File: src/rtl/instr_decoder_pkg.sv
// Shared constants for the pipelined instruction decoder: data-bus source codes,
// opcode prefixes, register indices and the jump-tracker state type.
package instr_decoder_pkg;

  localparam logic [3:0] SRC_REG0 = 4'd0, SRC_REG1 = 4'd1, SRC_REG2 = 4'd2, SRC_REG3 = 4'd3;
  localparam logic [3:0] SRC_REG4 = 4'd4, SRC_REG5 = 4'd5, SRC_REG6 = 4'd6, SRC_REG7 = 4'd7;
  localparam logic [3:0] IMM_SRC  = 4'd8;
  localparam logic [3:0] IPIN_SRC = 4'd9;
  localparam logic [3:0] ZERO_SRC = 4'd10;
  localparam logic [3:0] R_SRC    = 4'd4;

  // Opcode prefixes, matched against the top bits of ir.
  localparam logic       OP_LOAD = 1'b0;
  localparam logic [1:0] OP_MOVE = 2'b10;
  localparam logic [2:0] OP_ALU  = 3'b110;
  localparam logic [2:0] OP_JMP  = 3'b111;

  localparam logic [3:0] REG_R  = 4'd4;
  localparam logic [3:0] REG_I  = 4'd6;
  localparam logic [3:0] REG_DM = 4'd7;
  localparam logic [3:0] REG_O  = 4'd8;

  typedef enum logic [0:0] {StExec, StJaddr} jmp_state_e;

  // Destination field 4 addresses the output register, which lives at enable 8.
  function automatic logic [3:0] dst_index(input logic [2:0] dst);
    return ({1'b0, dst} == REG_R) ? REG_O : {1'b0, dst};
  endfunction

endpackage

File: src/rtl/jmp_tracker.sv
// Tracks the address words that follow a jump opcode in the decode stage and
// flags the final one together with the latched jump condition.
module jmp_tracker
  import instr_decoder_pkg::*;
#(
  parameter int unsigned JMP_ADDR_WORDS = 1
) (
  input  logic clk_i,
  input  logic reset_ni,
  input  logic ir_v_i,
  input  logic stall_i,
  input  logic is_jmp_i,
  input  logic cond_i,
  output logic busy_o,
  output logic last_word_o,
  output logic cond_o
);

  localparam int unsigned CntW = (JMP_ADDR_WORDS > 1) ? $clog2(JMP_ADDR_WORDS) : 1;
  localparam logic [CntW-1:0] LastCnt = CntW'(JMP_ADDR_WORDS - 1);

  jmp_state_e      state_q, state_d;
  logic [CntW-1:0] cnt_q, cnt_d;
  logic            cond_q, cond_d;
  logic            advance;

  // The decode stage consumes the word in ir only when it is valid and not stalled.
  assign advance = ir_v_i & ~stall_i;

  always_ff @(posedge clk_i or negedge reset_ni) begin
    if (!reset_ni) begin
      state_q <= StExec;
      cnt_q   <= '0;
      cond_q  <= 1'b0;
    end else begin
      state_q <= state_d;
      cnt_q   <= cnt_d;
      cond_q  <= cond_d;
    end
  end

  always_comb begin
    state_d     = state_q;
    cnt_d       = cnt_q;
    cond_d      = cond_q;
    busy_o      = (state_q == StJaddr) || (ir_v_i && is_jmp_i);
    last_word_o = (state_q == StJaddr) && ir_v_i && (cnt_q == '0);
    cond_o      = cond_q;
    if (advance) begin
      unique case (state_q)
        StExec: begin
          if (is_jmp_i) begin
            state_d = StJaddr;
            cnt_d   = LastCnt;
            cond_d  = cond_i;
          end
        end
        StJaddr: begin
          if (cnt_q == '0) state_d = StExec;
          else             cnt_d   = cnt_q - CntW'(1);
        end
        default: state_d = StExec;
      endcase
    end
  end

endmodule

File: src/rtl/instr_decoder_pipe.sv
// Registered, handshaked instruction decoder with multi-word jump tracking.
// Define INSTR_DECODER_TRACE_EN to add dbg_ir_o / dbg_retired_o and a reg_en check.
module instr_decoder_pipe
  import instr_decoder_pkg::*;
#(
  parameter  int unsigned NIBBLE_W       = 4,
  parameter  int unsigned JMP_ADDR_WORDS = 1,
  parameter  int unsigned NUM_DST        = 9,
  localparam int unsigned W              = 2 * NIBBLE_W
) (
  input  logic                clk_i,
  input  logic                reset_ni,
  input  logic [W-1:0]        next_instr_i,
  input  logic                instr_valid_i,
  input  logic                stall_i,
  output logic                instr_ready_o,
  output logic [NIBBLE_W-1:0] ir_nibble_o,
  output logic [3:0]          source_sel_o,
  output logic [NUM_DST-1:0]  reg_en_o,
  output logic                i_sel_o,
  output logic                x_sel_o,
  output logic                y_sel_o,
  output logic [2:0]          alu_func_o,
  output logic                jmp_o,
  output logic                jmp_nz_o,
  output logic                jmp_busy_o
`ifdef INSTR_DECODER_TRACE_EN
  ,
  output logic [W-1:0]        dbg_ir_o,
  output logic [15:0]         dbg_retired_o
`endif
);

  localparam logic [NUM_DST-1:0] EnOne = NUM_DST'(1);

  logic [W-1:0] ir_q, ir_d;
  logic         ir_v_q, ir_v_d;
  logic         busy, last_word, cond, bubble;
  logic [2:0]   ld_dst, dst, src;

  always_comb begin
    ir_d   = ir_q;
    ir_v_d = ir_v_q;
    if (!stall_i) begin
      ir_v_d = instr_valid_i;
      if (instr_valid_i) ir_d = next_instr_i;
    end
  end

  always_ff @(posedge clk_i or negedge reset_ni) begin
    if (!reset_ni) begin
      ir_q   <= '0;
      ir_v_q <= 1'b0;
    end else begin
      ir_q   <= ir_d;
      ir_v_q <= ir_v_d;
    end
  end

  jmp_tracker #(
    .JMP_ADDR_WORDS(JMP_ADDR_WORDS)
  ) u_jmp_tracker (
    .clk_i      (clk_i),
    .reset_ni   (reset_ni),
    .ir_v_i     (ir_v_q),
    .stall_i    (stall_i),
    .is_jmp_i   (ir_q[W-1 -: 3] == OP_JMP),
    .cond_i     (ir_q[W-4]),
    .busy_o     (busy),
    .last_word_o(last_word),
    .cond_o     (cond)
  );

  assign ld_dst        = ir_q[W-2 -: 3];
  assign dst           = ir_q[W-3 -: 3];
  assign src           = ir_q[W-6 -: 3];
  assign instr_ready_o = ~stall_i;
  // The opcode word and non-final address words of a jump do nothing in the datapath.
  assign bubble        = !ir_v_q || stall_i || (busy && !last_word);

  always_comb begin
    reg_en_o     = '0;
    source_sel_o = ZERO_SRC;
    ir_nibble_o  = ir_q[NIBBLE_W-1:0];
    i_sel_o      = 1'b1;
    x_sel_o      = 1'b0;
    y_sel_o      = 1'b0;
    alu_func_o   = 3'd0;
    jmp_o        = 1'b0;
    jmp_nz_o     = 1'b0;
    jmp_busy_o   = busy;
    if (!reset_ni) begin
      reg_en_o    = '1;
      i_sel_o     = 1'b0;
      ir_nibble_o = '0;
      jmp_busy_o  = 1'b0;
    end else if (!bubble) begin
      if (last_word) begin
        jmp_o    = ~cond;
        jmp_nz_o = cond;
      end else if (ir_q[W-1] == OP_LOAD) begin
        reg_en_o     = EnOne << dst_index(ld_dst);
        source_sel_o = IMM_SRC;
        i_sel_o      = ({1'b0, ld_dst} != REG_I);
        // A dm write post-increments the i pointer.
        if ({1'b0, ld_dst} == REG_DM) reg_en_o = reg_en_o | (EnOne << REG_I);
      end else if (ir_q[W-1 -: 2] == OP_MOVE) begin
        reg_en_o = EnOne << dst_index(dst);
        if (dst != src)                     source_sel_o = {1'b0, src};
        else if ({1'b0, dst} == REG_R)      source_sel_o = R_SRC;
        else                                source_sel_o = IPIN_SRC;
        i_sel_o = ({1'b0, dst} != REG_I);
        if (({1'b0, dst} == REG_I) || ({1'b0, dst} == REG_DM) || ({1'b0, src} == REG_DM)) begin
          reg_en_o = reg_en_o | (EnOne << REG_I);
        end
      end else begin
        reg_en_o   = EnOne << REG_R;
        x_sel_o    = ir_q[W-4];
        y_sel_o    = ir_q[W-5];
        alu_func_o = ir_q[W-6 -: 3];
      end
    end
  end

`ifdef INSTR_DECODER_TRACE_EN
  logic [15:0] retired_q, retired_d;

  assign retired_d = bubble ? retired_q : retired_q + 16'd1;

  always_ff @(posedge clk_i or negedge reset_ni) begin
    if (!reset_ni) retired_q <= '0;
    else           retired_q <= retired_d;
  end

  assign dbg_ir_o      = ir_q;
  assign dbg_retired_o = retired_q;

  // The i-pointer increment strobe may accompany one destination enable.
  reg_en_onehot_a : assert property (@(posedge clk_i) disable iff (!reset_ni)
    $onehot0(reg_en_o & ~(EnOne << REG_I)));
`endif

endmodule
File: config.mk
export PLATFORM = sky130hd
export DESIGN_NAME = instr_decoder_pipe
export DESIGN_NICKNAME = d
export VERILOG_FILES = /design/src/rtl/instr_decoder_pkg.sv /design/src/rtl/jmp_tracker.sv /design/src/rtl/instr_decoder_pipe.sv
export SDC_FILE = /design/constraint.sdc
export NUM_CORES = 1
export LEC_CHECK = 0
export ABC_AREA = 1
export CAP_MARGIN = 20
export CORE_MARGIN = 1.5
export CORE_UTILIZATION = 40
export CTS_BUF_LIST = sky130_fd_sc_hd__clkbuf_4 sky130_fd_sc_hd__clkbuf_8
export CTS_CLUSTER_SIZE = 40
export DETAILED_ROUTE_END_ITERATION = 7
export PLACE_DENSITY = 0.84
export SKIP_CTS_REPAIR_TIMING = 1
export SLEW_MARGIN = 20
export SYNTH_ARGS = -nofsm -noshare
export SYNTH_HDL_FRONTEND = slang
export SYNTH_HIERARCHICAL = 1
export SYNTH_SLANG_ARGS = --single-unit
File: constraint.sdc
create_clock -name clk_i -period 1.78 [get_ports clk_i]
set_input_delay 0.356 -clock clk_i [delete_from_list [all_inputs] [get_ports clk_i]]
set_output_delay 0.356 -clock clk_i [all_outputs]
set_load 0.01 [all_outputs]
==> After elaboration in Yosys (flattened, before gate mapping) <==
Index checks and enable logic that the tools add are counted.
{ "classes": {"addsub": 1, "n_eq_ne": 12, "shift": 2, "n_mux": 50, "bitwise_logic": 5, "n_reduce_logical": 14} }
{ "ops": {"columns": ["cell", "n"], "rows": [
  ["$mux W9", 5],
  ["$mux W4", 10],
  ["$mux W1", 26],
  ["$eq A3 B3 Y1 const B", 7],
  ["$shl A1 B4 Y9 const A", 2],
  ["$mux W3", 5],
  ["$mux W7", 2],
  ["$ne A3 B3 Y1 const B", 2],
  ["$logic_or A1 B1 Y1", 5],
  ["$logic_and A1 B1 Y1", 4],
  ["$not A1 Y1", 4],
  ["$pmux W1 S2", 2],
  ["$reduce_and A2 Y1", 2],
  ["$ne A3 B3 Y1", 1],
  ["$reduce_and A3 Y1", 1],
  ["$eq A2 B2 Y1 const B", 1],
  ["$logic_not A1 Y1", 2],
  ["$ne A2 B1 Y1 const B", 1],
  ["$and A1 B1 Y1", 1],
  ["$sub A1 B1 Y1 const B", 1]
]} }
{ "totals": {"regBits": 12, "in_bits": 12, "elab_cells": 89} }

==> Depth between registers and ports, before layout <==
{ "logic_depth": {"ltp_word": 9, "depth_mapped": 11} }

==> Modules after synthesis <==
The synthesis kept the hierarchy.
{ "modules_own_cells": {"columns": ["module", "instances", "cells_per_inst", "area_per_inst_um2", "seq_area_each_um2"], "rows": [
  ["instr_decoder_pipe", 1, 137, 843.3, 225.2],
  ["jmp_tracker", 1, 15, 103.8, 50.0]
]} }

==> Worst setup path before layout <==
No wires, ideal clock.
{ "synth_timing": {"path_type": "reg2out", "from": "register ir_q[5]", "to": "output port x_sel_o", "t_arrival_ns": 1.473, "path_slack_ns": -0.049, "stages_incl_launch_ff": 12, "path_buffers": 1, "cell_sequence": "dfrtp_1 buf_6 inv_4 nor2_1 nand2_1 inv_2 or2_1 inv_1 nand3_1 inv_2 nand2_2 nor3_2"} }
{ "synth_between": {"elab_chain_len": 7} }
{ "synth_lines": {"columns": ["element", "line", "rtl"], "rows": [
  ["start, declared", "instr_decoder_pipe.sv:36", "logic [W-1:0] ir_q, ir_d;"],
  ["start signal, assigned", "instr_decoder_pipe.sv:55", "ir_q <= ir_d;"],
  ["$eq A3 B3 Y1", "instr_decoder_pipe.sv:67", ".is_jmp_i (ir_q[W-1 -: 3] == OP_JMP),"],
  ["$logic_and A1 B1 Y1", "jmp_tracker.sv:46", "busy_o = (state_q == StJaddr) || (ir_v_i && is_jmp_i);"],
  ["$logic_or A1 B1 Y1", "jmp_tracker.sv:46", null],
  ["named net busy", "instr_decoder_pipe.sv:38", "logic busy, last_word, cond, bubble;"],
  ["$logic_and A1 B1 Y1", "instr_decoder_pipe.sv:79", "assign bubble = !ir_v_q || stall_i || (busy && !last_word);"],
  ["$logic_or A1 B1 Y1", "instr_decoder_pipe.sv:79", null],
  ["$mux W1", "instr_decoder_pipe.sv:97", "end else if (!bubble) begin"],
  ["$mux W1", "instr_decoder_pipe.sv:92", "if (!reset_ni) begin"],
  ["end, declared", "instr_decoder_pipe.sv:21", "output logic x_sel_o,"]
]} }
The timed path passes the listed nets, and every way through them passes these cells.

==> Worst setup path after layout <==
{ "layout_timing": {"from": "register ir_q[7]", "to": "output port x_sel_o"} }
Same word-level chain as after synthesis.

==> summary.txt <==
STA
  – Fmax: 447.5 MHz
  – Final period util: 125.5%
  – Clk_skew: 2.363 ps
  – Fin. max-slew vios: 0
  – Final setup violation count: 22
  – Clock period minus worst slack: 2235 ps
  – Worst setup margin: -454.6 ps
  – Slew HR: 77.67%
  – Hold Vio Cnt, Final: 0
  – Slew @ Worst Pin: 334.9 ps
  – Unrepaired setup endpoints after global routing: true

Synthesis
  – Leading area contributor after synthesis: dfrtp_1
  – Area share of the largest cell type after synthesis: 29.06%
  – Cell variety after synth: 26
  – Synth Cell Area: 947.2 sq um
  – Syn Inst Count: 152
  – Yosys reg bits: 11
  – Top cells by area, synth: dfrtp_1 29%, nand2_1 15%, inv_1 7.5%, nor2_1 7.5%, nand3_1 5.8%
  – Most common cell in the netlist: nand2_1
  – Post-synth EDFFs: 0
  – Asr flop ratio synth: 100.0%
  – Seq/Total Area, Yosys: 29.06%
  – YS warnings: 6
  – Dominant synthesized flop cell: dfrtp_1
  – Net Count, Synth: 164
  – Avg Cell Area, Syn: 6.231 sq um
  – Synth cell count leaders: 39 x nand2_1, 19 x inv_1, 19 x nor2_1

Routing
  – # DRC: 0
  – Post-DR wirelength/cell: 13.98 microns
  – DR pass1 iterations: 4
  – DR iter-0 viols: between 40 and 50
  – Vias: around 1,300
  – Drt total wl: 3.677 mm
  – Vias per std cell: approximately 5
  – ANT nets after route: 0

Pwr
  – Sequential Power Share: 29.4%
  – Clk pwr share: 16.0%
  – Pint: roughly 690 uW
  – Switch Pwr: 451.2 uW
  – P_leak: about 0.97 nW
  – PwrDens: 673.9 nW/um^2
  – Combinational Power Share: a little over half
  – Max VDD drop: 644.6 uV
  – Switching share of total power: 39.37%

Global routing
  – GRT overflow: 0
  – Vias in the first global route: 1,245
  – First-pass GRT wire length: 5.161 mm
  – GR Util met3: roughly 1.7%
  – Global routing's busiest layer: met2
  – Pin count of the biggest net entering global routing: 12
  – Met2 usage: 47.22%
  – Initial antenna violation count: 0
  – Met1 GRT Util: 29.29%
  – All-layer global routing usage: 25.38%

Clock tree
  – Worst-path clk slew: 70 ps
  – CTS Buf Count: 3
  – H-tree levels: 1
  – Clk Tree Root Cell: clkbuf_4
  – CTS Sinks: 11
  – Maximum clock path buffer count: 2
  – Clock Latency Late Sink: 260 ps
  – Clock tree from TritonCTS: built

Cells and area
  – Fin util: 76.13%
  – Final nets: 248
  – Fillers: 185
  – Area growth, synth to finish: 79.52%
  – Layout cells sized above 1: between 40% and 50%
  – Antenna cells: 0

Worst hold path
  – Min-delay worst type: primary input to async pin

Worst setup path
  – Arrival @ worst endpoint: 1880 ps
  – WP data required: 1420 ps
  – Reg-to-reg startpoint: u_jmp_tracker/state_q$_DFFE_PN0P_
  – CP Class: flop to output port
  – Critical path capture point type: output port
  – Register-to-Register Path Depth: 5
  – Reg-to-reg endpoint: u_jmp_tracker/cond_o$_DFFE_PN0P_
  – Crit path launch type: flop
  – R2R setup slack: 620 ps
  – Critical path peak fanout: 6

Die
  – Core Box Area: 2233 sq um
  – Die Y: 51.66 microns
  – Full die area: about 2700 sq um
  – Initial Util: roughly 42%
  – Row Count: 17
  – Die width: 51.66 microns
  – Top Ports: 39

Placement
  – Post-detail-place hpwl: around 2.4 mm
  – Setup slack at placement: -605.8 ps
  – IO Port Bufs: 38
  – RePlAce Congestion: 0.8151

Flow run
  – Maximum Capacitance Violations: 0

Outcome
  – Status: complete, but fails checks
  – Failing checks: negative setup slack
[how the worst max path moves through the flow]
stage / start / end / slack [ps] / depth (start not counted)
2_1_floorplan: ir_q[5]$_DFFE_PN0P_ / x_sel_o / -30 / 11
3_3_place_gp: stall_i / x_sel_o / -560 / 7
3_5_place_dp: stall_i / x_sel_o / -610 / 7
4_1_cts: ir_q[6]$_DFFE_PN0P_ / x_sel_o / -880 / 11
5_1_grt: ir_q[7]$_DFFE_PN0P_ / x_sel_o / -570 / 13
6_report: ir_q[7]$_DFFE_PN0P_ / x_sel_o / -450 / 13
[power by group through the flow]
stage	logic (mW)	clock network (mW)	registers, mW
after floorplan	0.262	0	0.331
after global placement	0.511	0	0.334
after detailed placement	0.523	0	0.339
after CTS	0.527	0.183	0.335
after global routing	0.676	0.198	0.339
final	0.625	0.184	0.337
[flip-flops by register name, indices dropped and copies added (netlist names)]
name and count:
u_jmp_tracker/state_q 1, u_jmp_tracker/cond_o 1, ir_v_q 1, ir_q 8
[layout make-up]
| type | count | area, sq um | area share [%] |
|---|---|---|---|
| Timing Repair Buffer | 84 | 648.1 | 38.12 |
| Multi-Input combinational cell | 110 | 606.8 | 35.69 |
| Sequential cell | 11 | 275.3 | 16.19 |
| Inverter | 26 | 105.1 | 6.181 |
| Tap cell | 28 | 35.03 | 2.060 |
| Clock buffer | 4 | 30.03 | 1.766 |
[logic make-up after synthesis]
group	Yosys count	synth area share, %
AOI/OAI and AO/OA	23	12.55
and+or+nand+nor	85	41.08
muxes	1	1.189
buffers and inverters	31	14.40
xor gates and xnor gates	1	1.718
DFF	11	29.06
[cell usage in the layout, fill, tap and decap left out, types with 2 or more instances in the layout]
cell type / instances
o21ai_0: 6
clkbuf_4: 4
dlymetal6s2s_1: 6
o21ai_1: 5
inv_1: 17
clkdlybuf4s50_1: 10
a21oi_1: 9
inv_2: 6
buf_4: 43
nor2_2: 6
nand2_2: 4
nand3_1: 9
buf_2: 20
nor2_4: 3
nand2_1: 37
nand3_2: 2
nor2_1: 14
dfrtp_1: 11
inv_4: 3
buf_6: 4
nor3_1: 2
nand4_1: 3
[routing by layer]
| layer | share of wire, % | vias to the layer above | wire length (microns) |
|---|---|---|---|
| li1 | - | 648 | - |
| met5 | 0 | - | 0 |
| met1 | 38 | 630 | 1395 |
| met4 | 4.1 | 0 | 151 |
| met3 | 4.1 | 16 | 149 |
| met2 | 54 | 46 | 1979 |
[per-stage QoR]
| step | setup TNS (ps) | power [mW] | hold WS (ps) | std cells | cell area (sq um) |
|---|---|---|---|---|---|
| after floorplan | -144.0 | 0.5937 | 60.41 | 152 | 970.9 |
| after global placement | -11350 | 0.8447 | 487.8 | 245 | 1590 |
| after detailed placement | -12100 | 0.8616 | 498.9 | 245 | 1590 |
| after CTS | -17750 | 1.044 | 458.3 | 249 | 1620 |
| after global routing | -9822 | 1.213 | 139.8 | 263 | 1700 |
| final | -7300 | 1.146 | 117.3 | 263 | 1700 |
[critical path, cell delays in order, from the launching register on]
cell     delay [ps]
dfrtp_1         390
nand2_2          80
nor2_1           50
nand2_1          70
inv_2            40
or2_4           240
inv_4            70
nand3_4          90
inv_4            70
buf_6           100
buf_6           100
nand2_8          60
nor3_4          100
buf_2           140
Power figures use the tool's default switching activity.
